===== config.mk =====
export PLATFORM = sky130hd
export DESIGN_NAME = openram_march_bist
export DESIGN_NICKNAME = d
export VERILOG_FILES = /design/src/rtl/openram_march_bist.sv
export SDC_FILE = /design/constraint.sdc
export NUM_CORES = 1
export LEC_CHECK = 0
export ABC_AREA = 0
export CAP_MARGIN = 10
export CORE_ASPECT_RATIO = 0.9
export CORE_UTILIZATION = 50
export DETAILED_ROUTE_END_ITERATION = 12
export PLACE_DENSITY = 0.81
export SKIP_CTS_REPAIR_TIMING = 1
export SYNTH_ARGS = -nofsm -noshare
export SYNTH_HDL_FRONTEND = slang
export SYNTH_SLANG_ARGS = --single-unit

===== constraint.sdc =====
create_clock -name clk -period 4.07 [get_ports clk]
set_clock_uncertainty 0.05 [all_clocks]
set_input_delay 0.814 -clock clk [delete_from_list [all_inputs] [get_ports clk]]
set_output_delay 0.814 -clock clk [all_outputs]
set_load 0.02 [all_outputs]

===== src/rtl/openram_march_bist.sv =====
// March C- built-in self test controller for an OpenRAM single-port SRAM.
// Runs E0 up(w0); E1 up(r0,w1); E2 up(r1,w0); E3 down(r0,w1); E4 down(r1,w0);
// E5 down(r0) against a latched data background and records miscompares.
module openram_march_bist #(
    parameter int ADDR_WIDTH  = 4,
    parameter int DATA_WIDTH  = 32,
    parameter int WMASK_WIDTH = 4,
    parameter int RD_LAT      = 1,
    parameter int CNT_WIDTH   = 8
) (
    input  logic                   clk,
    input  logic                   rst_n,
    input  logic                   start,
    input  logic                   abort,
    input  logic                   stop_on_fail,
    input  logic [DATA_WIDTH-1:0]  bg,
    output logic                   csb,
    output logic                   web,
    output logic [WMASK_WIDTH-1:0] wmask,
    output logic [ADDR_WIDTH-1:0]  addr,
    output logic [DATA_WIDTH-1:0]  din,
    input  logic [DATA_WIDTH-1:0]  dout,
    output logic                   busy,
    output logic                   done,
    output logic                   fail,
    output logic [ADDR_WIDTH-1:0]  fail_addr,
    output logic [2:0]             fail_elem,
    output logic [CNT_WIDTH-1:0]   fail_count
);

    typedef enum logic [2:0] {
        IDLE,
        WR,
        RD,
        CMP,
        DONE
    } state_t;

    localparam logic [1:0] LAT_LAST = 2'(RD_LAT);

    state_t                 state, state_n;
    logic [2:0]             elem, elem_n;
    logic                   op_idx, op_n;
    logic [1:0]             lat_cnt, lat_n;
    logic [DATA_WIDTH-1:0]  bg_q;

    logic                   csb_n, web_n;
    logic [WMASK_WIDTH-1:0] wmask_n;
    logic [ADDR_WIDTH-1:0]  addr_n;
    logic [DATA_WIDTH-1:0]  din_n;

    logic                   last_op, down, addr_last, seq_end;
    logic [2:0]             nxt_elem;
    logic [ADDR_WIDTH-1:0]  nxt_addr;
    logic                   nxt_op;

    logic                   start_acc, check, done_set, issue, is_wr;
    logic [2:0]             iss_elem;
    logic [ADDR_WIDTH-1:0]  iss_addr;
    logic                   iss_op;
    logic [DATA_WIDTH-1:0]  src;

    logic [DATA_WIDTH-1:0]  exp_data;
    logic                   miscmp;

    assign busy = (state == WR) || (state == RD) || (state == CMP);

    // Expected read value: elements 2 and 4 read "1" (~bg), the others read "0" (bg)
    always_comb begin
        exp_data = ((elem == 3'd2) || (elem == 3'd4)) ? ~bg_q : bg_q;
        miscmp   = (dout != exp_data);
    end

    // Position of the op that follows the current one (elem, addr, op index)
    always_comb begin
        last_op   = (elem == 3'd0) || (elem == 3'd5) || op_idx;
        down      = (elem >= 3'd3);
        addr_last = down ? (addr == '0) : (addr == '1);
        nxt_elem  = elem;
        nxt_addr  = addr;
        nxt_op    = 1'b0;
        seq_end   = 1'b0;
        if (!last_op) begin
            nxt_op = 1'b1;
        end else if (addr_last) begin
            if (elem == 3'd5) begin
                seq_end = 1'b1;
            end else begin
                nxt_elem = elem + 3'd1;
                nxt_addr = (elem >= 3'd2) ? '1 : '0;
            end
        end else begin
            nxt_addr = down ? (addr - ADDR_WIDTH'(1)) : (addr + ADDR_WIDTH'(1));
        end
    end

    // Next-state and next SRAM-port values; SRAM outputs are registered
    always_comb begin
        state_n   = state;
        elem_n    = elem;
        op_n      = op_idx;
        lat_n     = lat_cnt;
        csb_n     = 1'b1;
        web_n     = 1'b1;
        wmask_n   = wmask;
        addr_n    = addr;
        din_n     = din;
        start_acc = 1'b0;
        check     = 1'b0;
        done_set  = 1'b0;
        issue     = 1'b0;
        is_wr     = 1'b0;
        iss_elem  = nxt_elem;
        iss_addr  = nxt_addr;
        iss_op    = nxt_op;
        src       = bg_q;

        unique case (state)
            IDLE: begin
                if (start && !abort) begin
                    start_acc = 1'b1;
                    issue     = 1'b1;
                    iss_elem  = 3'd0;
                    iss_addr  = '0;
                    iss_op    = 1'b0;
                    src       = bg;
                end
            end
            WR: begin
                if (seq_end) begin
                    state_n  = DONE;
                    done_set = 1'b1;
                end else begin
                    issue = 1'b1;
                end
            end
            RD: begin
                state_n = CMP;
                lat_n   = 2'd1;
            end
            CMP: begin
                if (lat_cnt == LAT_LAST) begin
                    check = 1'b1;
                    if ((miscmp && stop_on_fail) || seq_end) begin
                        state_n  = DONE;
                        done_set = 1'b1;
                    end else begin
                        issue = 1'b1;
                    end
                end else begin
                    lat_n = lat_cnt + 2'd1;
                end
            end
            DONE: state_n = IDLE;
            default: state_n = IDLE;
        endcase

        if (issue) begin
            is_wr   = (iss_elem == 3'd0) || iss_op;
            state_n = is_wr ? WR : RD;
            elem_n  = iss_elem;
            addr_n  = iss_addr;
            op_n    = iss_op;
            csb_n   = 1'b0;
            web_n   = !is_wr;
            if (is_wr) begin
                wmask_n = '1;
                din_n   = iss_elem[0] ? ~src : src;
            end
        end

        // Abort overrides everything, including the compare of this cycle
        if (abort && busy) begin
            state_n  = IDLE;
            elem_n   = elem;
            op_n     = op_idx;
            csb_n    = 1'b1;
            web_n    = 1'b1;
            wmask_n  = wmask;
            addr_n   = addr;
            din_n    = din;
            done_set = 1'b0;
            check    = 1'b0;
        end
    end

    // Sequencer state and registered SRAM port
    always_ff @(posedge clk or negedge rst_n) begin
        if (!rst_n) begin
            state   <= IDLE;
            elem    <= '0;
            op_idx  <= 1'b0;
            lat_cnt <= '0;
            csb     <= 1'b1;
            web     <= 1'b1;
            wmask   <= '0;
            addr    <= '0;
            din     <= '0;
            bg_q    <= '0;
        end else begin
            state   <= state_n;
            elem    <= elem_n;
            op_idx  <= op_n;
            lat_cnt <= lat_n;
            csb     <= csb_n;
            web     <= web_n;
            wmask   <= wmask_n;
            addr    <= addr_n;
            din     <= din_n;
            if (start_acc) begin
                bg_q <= bg;
            end
        end
    end

    // Sticky completion flag
    always_ff @(posedge clk or negedge rst_n) begin
        if (!rst_n) begin
            done <= 1'b0;
        end else if (start_acc) begin
            done <= 1'b0;
        end else if (done_set) begin
            done <= 1'b1;
        end
    end

    // Miscompare bookkeeping: first-fail location and saturating count
    always_ff @(posedge clk or negedge rst_n) begin
        if (!rst_n) begin
            fail       <= 1'b0;
            fail_addr  <= '0;
            fail_elem  <= '0;
            fail_count <= '0;
        end else if (start_acc) begin
            fail       <= 1'b0;
            fail_addr  <= '0;
            fail_elem  <= '0;
            fail_count <= '0;
        end else if (check && miscmp) begin
            fail <= 1'b1;
            if (!fail) begin
                fail_addr <= addr;
                fail_elem <= elem;
            end
            if (fail_count != '1) begin
                fail_count <= fail_count + CNT_WIDTH'(1);
            end
        end
    end

endmodule


# ---- Word level (Yosys, flattened, before mapping)
# Cells that the tools add are included.
dict set report op_classes {
  addsub 5
  n_lt_le_gt_ge 2
  n_eq_ne 16
  muxes 63
  bitwise 3
  n_reduce_logical 27
}
# operator n
set op_table {}
lappend op_table {{32-bit two-way mux} 4}
lappend op_table {{32-bit inverter} 2}
lappend op_table {{4-bit two-way mux} 10}
lappend op_table {{3-bit two-way mux} 13}
lappend op_table {{32-bit != test} 1}
lappend op_table {{1-bit two-way mux} 27}
lappend op_table {{8-bit two-way mux} 3}
lappend op_table {{3-bit one-hot mux with 4 select lines} 1}
lappend op_table {{3-bit by 2-bit equality test with 1-bit output (second input constant)} 3}
lappend op_table {{3-bit logical NOT} 3}
lappend op_table {{8-bit by 1-bit adder with 8-bit output (second input constant)} 1}
lappend op_table {{4-bit by 2-bit != test with 1-bit output (second input constant)} 2}
lappend op_table {{8-bit != test (second input constant)} 1}
lappend op_table {{2-bit AND reduction} 4}
lappend op_table {{2-bit nonzero test} 4}
lappend op_table {{1-bit logical OR} 7}
lappend op_table {{3-bit equality test (second input constant)} 2}
lappend op_table {{3-bit by 2-bit >= comparator with 1-bit output (second input constant)} 2}
lappend op_table {{4-bit by 1-bit adder with 4-bit output (second input constant)} 1}
lappend op_table {{4-bit equality test (second input constant)} 1}
lappend op_table {{1-bit logical AND} 4}
lappend op_table {{4-bit logical NOT} 1}
lappend op_table {{2-bit two-way mux} 2}
lappend op_table {{4-bit by 3-bit != test with 1-bit output (second input constant)} 1}
lappend op_table {{15 further kinds} 16}
dict set report word_totals {
  ff_bits 97
  input_bits 69
  output_inout_bits 60
  word_cells 131
}

# ---- Depth between registers and ports, before layout
# Gate-level depths: netlist of the first run.
dict set report logic_depth {
  depth_word 12
  ltp_mapped 12
  mapped_depth_nobuf 11
}

# ---- Worst setup path before layout of the first run
# OpenSTA, ideal clock, no wires.
dict set report synth_path {
  path_type {register -> register}
  start {reg elem[0]}
  end {reg din[0]}
  setup_ns 0.125
  arrival_time_ns 2.669
  required_ns 3.895
  slack_ns 1.226
  stages_incl_launch_ff 11
  path_buffers 1
  period_less_slack_ns 2.844
  cell_sequence {dfrtp_1 ha_1 ha_1 a211oi_4 mux2i_2 nand2b_1 mux2i_1 o21ai_1 nand3_4 buf_6 mux2_4}
}
dict set report synth_between {
  elab_chain_cells 10
  word_cells_on_any_way 33
  cone_classes {add/sub (1); order compare (1); eq/ne (4); mux (18); reduce/logical (9)}
}
# item line_no
set synth_lines {}
lappend synth_lines {{start, declared} 42} ;# logic [2:0] elem, elem_n;
lappend synth_lines {{start signal, assigned} 202} ;# elem <= elem_n;
lappend synth_lines {{3-bit by 2-bit equality test with 1-bit output or 3-bit equality test (tied branches)} 70} ;# exp_data = ((elem == 3'd2) || (elem == 3'd4)) ? ~bg_q : bg_q;
lappend synth_lines {{1-bit logical OR} 70}
lappend synth_lines {{32-bit two-way mux} 70}
lappend synth_lines {{32-bit != test} 71} ;# miscmp = (dout != exp_data);
lappend synth_lines {{1-bit logical AND} 144} ;# if ((miscmp && stop_on_fail) || seq_end) begin
lappend synth_lines {{1-bit logical OR} 144}
lappend synth_lines {{1-bit two-way mux} 144}
lappend synth_lines {{1-bit two-way mux} 142} ;# if (lat_cnt == LAT_LAST) begin
lappend synth_lines {{1-bit one-hot mux with 3 select lines} 118} ;# unique case (state)
lappend synth_lines {{3-bit AND reduction (no line)} -}
lappend synth_lines {{end signal, assigned} 209} ;# din <= din_n;
lappend synth_lines {{end, declared} 21} ;# output logic [DATA_WIDTH-1:0] din,
# Several ways; a longest one is shown, not always the timed one.
# A chain may end at the register's enable or synchronous reset.

# ---- Worst setup path in the final report of the first run
dict set report layout_path {
  start {reg elem[2]}
  end {reg din[25]}
}
# The elaborated chain is that of the path after synthesis.

==> metrics.csv, run 1 <==
metric,value,unit
status,finished clean,
synthCells,511,
worstPathMaxFanout,23,
drtIter0Drc,231,
post-route-period-util,0.870,
die_h,99.2,microns
hp-class,reg2reg,
preCtsSetupSlack,533,ps
nets,708,
synth_edf_count,0,
use_met3,0.0603,
vias_per_cell,5.62,
numClockSinks,97,
wl,13500,microns
cellPowerDensity,778,nW/um^2
final_antenna_net_count,0,
synth_area,5250,sq um
cts_buffers,9,
yosys_most_used_dff,dfrtp_1,
grt_max_degree,81,
fp.coreArea,10200,sq um
end_kind,flop,
layout_setup_ws,529,ps
final_common_cell,clkdlybuf4s50_1,
num_rows,35,
synth_cell_types,52,
setup_viol,0,
fin_hold_ws,440,ps
cts_max_level,3,
crit_required,4240,ps
tns,0,ps
max_slew_margin,0.332,
die_w,110,microns
ir_drop,0.504,mV
dr.pass1.iters,5,
cts_tree,done,
worstMarginPinSlew,1000,ps
use_met2,0.440,
cp-start-kind,flop,
crit_type,reg2reg,
rsz0062_at_grt,no,
fin_cells,763,
track_usage,0.259,
gr-total-overflow,0,
clk_pin_slew_worst_paths,60,ps
root_buffer,clkbuf_16,
grt_pass1_vias,4379,
diodes,0,
place_congestion,0.833,
port_buffers,128,
drv_slew,0,
hpwl,9540,microns
die-area,10900,sq um
period_needed,3540,ps
syn_avg_cell_area,10.3,sq um
start_util,0.514,
antenna_found_initial,0,
drive_gt1_frac,0.109,
dp.cells,747,
route.detailed.drc,0,
p_leak,0.00316,uW
ys_warn_count,0,
final-hold-violation-count,0,
cts_buffer_depth,2,
grt_pass1_wl,21500,microns
ys_seq_area_frac,0.463,
layout_common_cells,"clkdlybuf4s50_1, nand2_1, dfrtp_1",
area.growth.synth_to_final,32.0,%
fmax,282,MHz
clk_latency,350,ps
boundaryPins,129,
async_flop_share,1.00,
cp_data_arrival_time,3710,ps
globalRouteMet1Util,0.324,
ys_ff_latch,97,
top_usage_layer,met2,
synth_nets,590,
max-cap-violations,0,
wl_per_cell,17.7,microns
via_count,4286,
-- final cells by class --
| class | instances | area (sq um) |
|---|---|---|
| Timing Repair Buffer | 134 | 1340 |
| Clock inverter | 4 | 76.3 |
| Inverter | 12 | 45.0 |
| Sequential cell | 97 | 2430 |
| Multi-Input combinational cell | 375 | 2630 |
| Clock buffer | 12 | 246 |
| Tap cell | 129 | 161 |
| Fill cell | 783 | 3280 |
-- synthesized netlist by cell type (all sizes together) (3+ instances only) --
master / number / area [sq um]
mux2: 32 / 458
o22ai: 7 / 43.8
a31o: 5 / 43.8
nor4: 7 / 50.1
o31ai: 15 / 113
nand2: 116 / 435
nor3: 7 / 35.0
nand3: 5 / 37.5
mux2i: 8 / 83.8
and2: 3 / 18.8
inv: 12 / 45.0
a221o: 3 / 30.0
o211ai: 7 / 66.3
clkbuf: 15 / 56.3
buf: 12 / 97.6
o21ai: 27 / 135
and3: 5 / 31.3
or3: 4 / 25.0
nor2: 14 / 55.1
nand2b: 7 / 43.8
dfrtp: 95 / 2380
nor3b: 4 / 30.0
or4: 3 / 22.5
xnor2: 23 / 209
a21oi: 11 / 55.1
xor2: 35 / 307
ha: 9 / 113
nand4: 4 / 25.0
-- flip-flops by register name, indices dropped and copies added, names as in the netlist, 2 cells and up --
signal and count:
fail_addr 4, din 32, bg_q 32, elem 3
addr 4, lat_cnt 2, state 3, fail_elem 3
fail_count 8
-- path summary, 6_finish.rpt --
| check | startpoint | slack (ps) | cells past startpoint | endpoint |
|---|---|---|---|---|
| max | elem[2] | 530 | 10 | din[25] |
| min | done | 440 | 1 | done |
| max reg2reg | elem[2] | 530 | 10 | din[25] |
| min reg2reg | done | 440 | 1 | done |
| max in group asynchronous | rst_n | 2530 | 2 | din[17] |
| min in group asynchronous | rst_n | 590 | 1 | fail_count[7] |
-- power breakdown --
part / internal (uW) / total [uW] / switching, uW
clock: 558 / 924 / 365
sequential: 1370 / 1720 / 351
combinational: 1340 / 2740 / 1410
-- kinds of logic (layout without fill, tap and decap cells) --
| family | Yosys count | count (layout) | share of synthesized area |
|---|---|---|---|
| simple gates | 182 | 182 | 0.159 |
| flops | 97 | 97 | 0.463 |
| compound gates | 85 | 85 | 0.113 |
| xor+xnor | 58 | 58 | 0.0983 |
| mux | 40 | 40 | 0.103 |
| buf+inv | 39 | 162 | 0.0379 |
| fa+ha+maj | 10 | 10 | 0.0253 |
-- through the flow --
stage               power [uW]  utilization  cell area (sq um)
floorplan                 3520            -               5250
global placement          4330        0.647               6600
detailed placement        4440        0.647               6600
CTS                       5390        0.678               6920
global route              5690        0.678               6920
finish                    5380        0.678               6920
-- critical path, stage by stage, from the launching register on --
cell	delay [ps]
dfrtp_1	560
inv_1	170
ha_1	260
a211oi_4	280
mux2i_2	480
nand2b_1	320
xnor2_2	310
nor2_2	160
buf_4	390
xor2_1	150
mux2_4	290
-- routing by layer --
layer	part of all wire	wire, microns	vias up
li1	-	-	1994
met1	0.42	5620	2108
met2	0.51	6840	159
met3	0.062	838	25
met4	0.016	220	0
met5	0	0	-
(Power assumes the default switching activity.)
==> run 2, diff against run 1 <==
Clock period 4.07 ns to 3.72 ns, I/O delays scaled along.
==> run 2 against run 1 <==
Compared with the run above: critical path type unchanged; hold slack got worse by 0.88 ps; largest cell class unchanged; die area unchanged; sequential share of layout area about the same; utilization about the same; non-clock buffer count rose by 4; highest routed layer unchanged; sequential cell count unchanged; critical path depth unchanged; clock-buffer cell count shrank 2; via count is 0.79% lower.
==> metrics.csv, run 2 (synthesis gave the netlist of run 1 again) <==
metric,value,unit,change
die-area,10900,sq um,unchanged
cp_data_arrival_time,3560,ps,was 3710 ps
place_area,6630,sq um,was 6600 sq um
post-route-period-util,0.900,,was 0.870
setup_viol,0,,unchanged
final_common_cell,clkdlybuf4s50_1,,unchanged
drv_slew,0,,unchanged
wl_per_cell,17.1,microns,was 17.7 microns
multi_input_area,2630,sq um,unchanged
grt_pass1_vias,4406,,was 4379
regArea,2430,sq um,unchanged
hp-start,done,,unchanged
fp.coreArea,10200,sq um,unchanged
crit_start,elem[0],,was elem[2]
dr.pass1.iters,4,,was 5
final-hold-violation-count,0,,unchanged
hpwl,9330,microns,was 9540 microns
track_usage,0.255,,was 0.259
clk_pin_slew_worst_paths,70,ps,was 60 ps
crit_type,reg2reg,,unchanged
die_w,110,microns,unchanged
hp-class,reg2reg,,unchanged
fin_hold_ws,439,ps,was 440 ps
finalInstanceArea,6920,sq um,about the same
clk_latency,350,ps,about the same
tns,0,ps,unchanged
wl,13100,microns,was 13500 microns
nets,712,,was 708
n_fill_cell,769,,was 783
worstMarginPinSlew,1110,ps,was 1000 ps
grt_max_degree,89,,was 81
end_kind,flop,,unchanged
num_rows,35,,unchanged
boundaryPins,129,,unchanged
cts_buffers,9,,unchanged
drive_gt1_frac,0.116,,was 0.109
cellPowerDensity,841,nW/um^2,was 778 nW/um^2
diodes,0,,unchanged
grt_pass1_wl,21300,microns,was 21500 microns
cts_tree,done,,unchanged
worstPathMaxFanout,17,,was 23
preCtsSetupSlack,286,ps,was 533 ps
area.growth.synth_to_final,32.0,%,about the same
cts_buffer_depth,2,,unchanged
r2r-start,elem[0],,was elem[2]
gr-total-overflow,0,,unchanged
layout_common_cells,"clkdlybuf4s50_1, nand2_1, dfrtp_1",,unchanged
cts_max_level,3,,unchanged
dp.cells,751,,was 747
start_util,0.514,,unchanged
final_antenna_net_count,0,,unchanged
rsz0062_at_grt,no,,unchanged
fmax,299,MHz,was 282 MHz
numClockSinks,97,,unchanged
max-cap-violations,0,,unchanged
r2r_slack,370,ps,was 530 ps
ir_drop,0.549,mV,was 0.504 mV
status,finished clean,,unchanged
max_slew_margin,0.261,,was 0.332
period_needed,3350,ps,was 3540 ps
cp-start-kind,flop,,unchanged
crit_end,fail_count[6],,was din[25]
die_h,99.2,microns,unchanged
crit_required,3930,ps,was 4240 ps
route.detailed.drc,0,,unchanged
largestRegisters,"bg_q x32, din x32, fail_count x8",,unchanged
fin_cells,767,,was 763
layout_setup_ws,371,ps,was 529 ps
rr_endpoint,fail_count[6],,was din[25]
drtIter0Drc,208,,was 231
via_count,4252,,was 4286
r2r_cells,10,,unchanged
port_buffers,128,,unchanged
p_leak,0.00317,uW,was 0.00316 uW
vias_per_cell,5.54,,was 5.62
root_buffer,clkbuf_16,,unchanged
place_congestion,0.825,,was 0.833
antenna_found_initial,0,,unchanged
## run 2: changes by cell type in the layout (fill, tap and decap cells not counted), sizes merged
cell	before	now
buf	7	11
bufinv	2	1
clkbuf	12	10
clkinv	0	2
inv	13	14
## run 2: layer usage
| metal | routed length, microns | track usage | up-vias |
|---|---|---|---|
| met5 | 0 | 0 | - |
| met3 | 779 | 0.0629 | 30 |
| met2 | 6210 | 0.415 | 152 |
| met1 | 5760 | 0.329 | 2071 |
| met4 | 363 | 0.0933 | 0 |
| li1 | - | - | 1999 |
## run 2: worst min-delay path by stage
stage / endpoint / slack (ps) / cells after the start
after floorplan: addr[0] / 400 / 0
after global placement: done / 430 / 1
after detailed placement: done / 430 / 1
after CTS: done / 450 / 1
after global routing: done / 480 / 1
final: done / 440 / 1
## run 2: stage by stage
stage	utilization	power, uW
2_1_floorplan	-	3850
3_3_place_gp	0.650	4770
3_5_place_dp	0.650	4880
4_1_cts	0.678	5840
5_1_grt	0.678	6170
6_report	0.678	5820
## run 2: power breakdown
group          internal, uW  switching, uW
sequential             1500            375
clock                   524            409
combinational          1490           1530
## run 2: final cells by class
type,instances,share of cell area
Clock buffer,10,0.0331
Clock inverter,6,0.00940
Inverter,12,0.00651
Multi-Input combinational cell,375,0.379
Sequential cell,97,0.351
Tap cell,129,0.0233
Timing Repair Buffer,138,0.197
## run 2: critical path, stage by stage, from the launching register on
cell and delay (ps):
dfrtp_1 460, inv_1 180, ha_1 290, mux2i_1 460, o21ai_0 170, nor4b_1 170, nand3_1 180, o2111ai_2 310
buf_4 300, or4_1 520, a21oi_1 150
==> run 3, diff against run 2 <==
Settings changed: CORE_UTILIZATION 50 to 46, PLACE_DENSITY 0.81 to 0.75.
==> run 3 against run 2 <==
Compared with the run above: worst setup slack better by 80 ps; via count fell by 0.28%; combinational power about the same; sequential power barely moved; utilization decreased by 4.0 points; largest power group unchanged; power up 1.2%; first-iteration DRC count up 37%; clock-buffer cell count grew 1; die area grew 8.5%; sequential cell count did not move; clock power up 6.1%; critical endpoint is now din[2]; sequential share of layout area down 0.33 points.
==> metrics.csv, run 3 (synthesis gave the netlist of run 1 again) <==
metric,value,unit,change
post-route-period-util,0.879,,was 0.900
period_needed,3270,ps,was 3350 ps
end_kind,flop,,unchanged
cp-start-kind,flop,,unchanged
nets,713,,was 712
gr-total-overflow,0,,unchanged
final_antenna_net_count,0,,unchanged
diodes,0,,unchanged
p_leak,0.00319,uW,was 0.00317 uW
area.growth.synth_to_final,33.3,%,was 32.0%
largestRegisters,"bg_q x32, din x32, fail_count x8",,unchanged
worstPathMaxFanout,14,,was 17
hpwl,9750,microns,was 9330 microns
via_count,4240,,was 4252
grt_pass1_wl,21700,microns,was 21300 microns
worstMarginPinSlew,1050,ps,was 1110 ps
status,finished clean,,unchanged
route.detailed.drc,0,,unchanged
clk_pin_slew_worst_paths,60,ps,was 70 ps
die_w,115,microns,was 110 microns
hp-class,reg2reg,,unchanged
r2r-start,elem[2],,was elem[0]
boundaryPins,129,,unchanged
tns,0,ps,unchanged
hold_depth,1,,unchanged
hold_path_end,done,,unchanged
antenna_found_initial,0,,unchanged
r2r_cells,10,,unchanged
cts_tree,done,,unchanged
grt_pass1_vias,4280,,was 4406
place_congestion,0.915,,was 0.825
drive_gt1_frac,0.116,,about the same
die-area,11800,sq um,was 10900 sq um
die_h,103,microns,was 99.2 microns
num_rows,36,,was 35
wl,13400,microns,was 13100 microns
max_slew_margin,0.303,,was 0.261
rsz0062_at_grt,no,,unchanged
numClockSinks,97,,unchanged
track_usage,0.242,,was 0.255
root_buffer,clkbuf_16,,unchanged
port_buffers,128,,unchanged
final-hold-violation-count,0,,unchanged
vias_per_cell,5.36,,was 5.54
max-cap-violations,0,,unchanged
ir_drop,0.437,mV,was 0.549 mV
rr_endpoint,din[2],,was fail_count[6]
layout_common_cells,"clkdlybuf4s50_1, nand2_1, dfrtp_1",,unchanged
crit_required,3900,ps,was 3930 ps
setup_viol,0,,unchanged
crit_type,reg2reg,,unchanged
start_util,0.479,,was 0.514
cp_data_arrival_time,3450,ps,was 3560 ps
drtIter0Drc,284,,was 208
cts_buffers,9,,unchanged
cellPowerDensity,843,nW/um^2,was 841 nW/um^2
cts_buffer_depth,2,,unchanged
clk_latency,340,ps,was 350 ps
fp.coreArea,10900,sq um,was 10200 sq um
preCtsSetupSlack,299,ps,was 286 ps
fin_hold_ws,442,ps,was 439 ps
fmax,306,MHz,was 299 MHz
wl_per_cell,16.9,microns,was 17.1 microns
cts_max_level,3,,unchanged
layout_setup_ws,451,ps,was 371 ps
final_util,0.639,,was 0.678
grt_max_degree,84,,was 89
drv_slew,0,,unchanged
hp-start,done,,unchanged
dr.pass1.iters,4,,unchanged
r2r_slack,450,ps,was 370 ps
final_common_cell,clkdlybuf4s50_1,,unchanged
==> run 3: cell count changes in the layout (fill, tap and decap cells not counted), sizes merged <==
cell      change
clkinvlp      -1
buf           +1
clkbuf        +1
inv           -1
bufinv        +1
==> run 3: per-layer routing <==
layer | GRT usage | vias to the layer above | routed length, microns
met5 | 0 | - | 0
met4 | 0.0659 | 0 | 201
met3 | 0.0670 | 19 | 716
met2 | 0.407 | 144 | 6520
met1 | 0.310 | 2074 | 5960
li1 | - | 2003 | -
==> run 3: how the worst max path moves through the flow <==
stage                     startpoint  endpoint  slack (ps)
after floorplan              elem[0]    din[0]         880
after global placement       dout[6]   din[21]         310
after detailed placement     dout[2]   din[12]         300
after CTS                    elem[2]   din[20]         460
after global routing         elem[2]   din[16]         210
final                        elem[2]    din[2]         450
==> run 3: layout make-up <==
cell class,instances,area (sq um)
multi-input combinational,375,2630
clock inverter,5,78.8
clock buffer,11,233
inverter,12,45.0
sequential,97,2430
tap,152,190
timing repair buffer,139,1390
fill,866,3960
==> run 3: critical path, stage by stage, from the launching register on <==
cell      delay [ps]
dfrtp_1          550
inv_1            180
ha_1             270
a211oi_4         280
mux2i_2          300
buf_4            180
nor2_1            70
a21oi_1          420
nand3_4          300
buf_12           250
mux2_4           300
==> run 3: through the flow <==
step           cell area (sq um)  cells  power (uW)
2_1_floorplan               5250    511        3850
3_3_place_gp                6680    775        4800
3_5_place_dp                6680    775        4910
4_1_cts                     6990    791        5930
5_1_grt                     6990    791        6280
6_report                    6990    791        5890
==> run 3: report_power, final <==
group          leakage, uW  switching (uW)  internal, uW  total [uW]
Combinational      0.00182            1520          1500        3020
Clock             0.000154             400           590         990
Sequential         0.00122             387          1500        1880
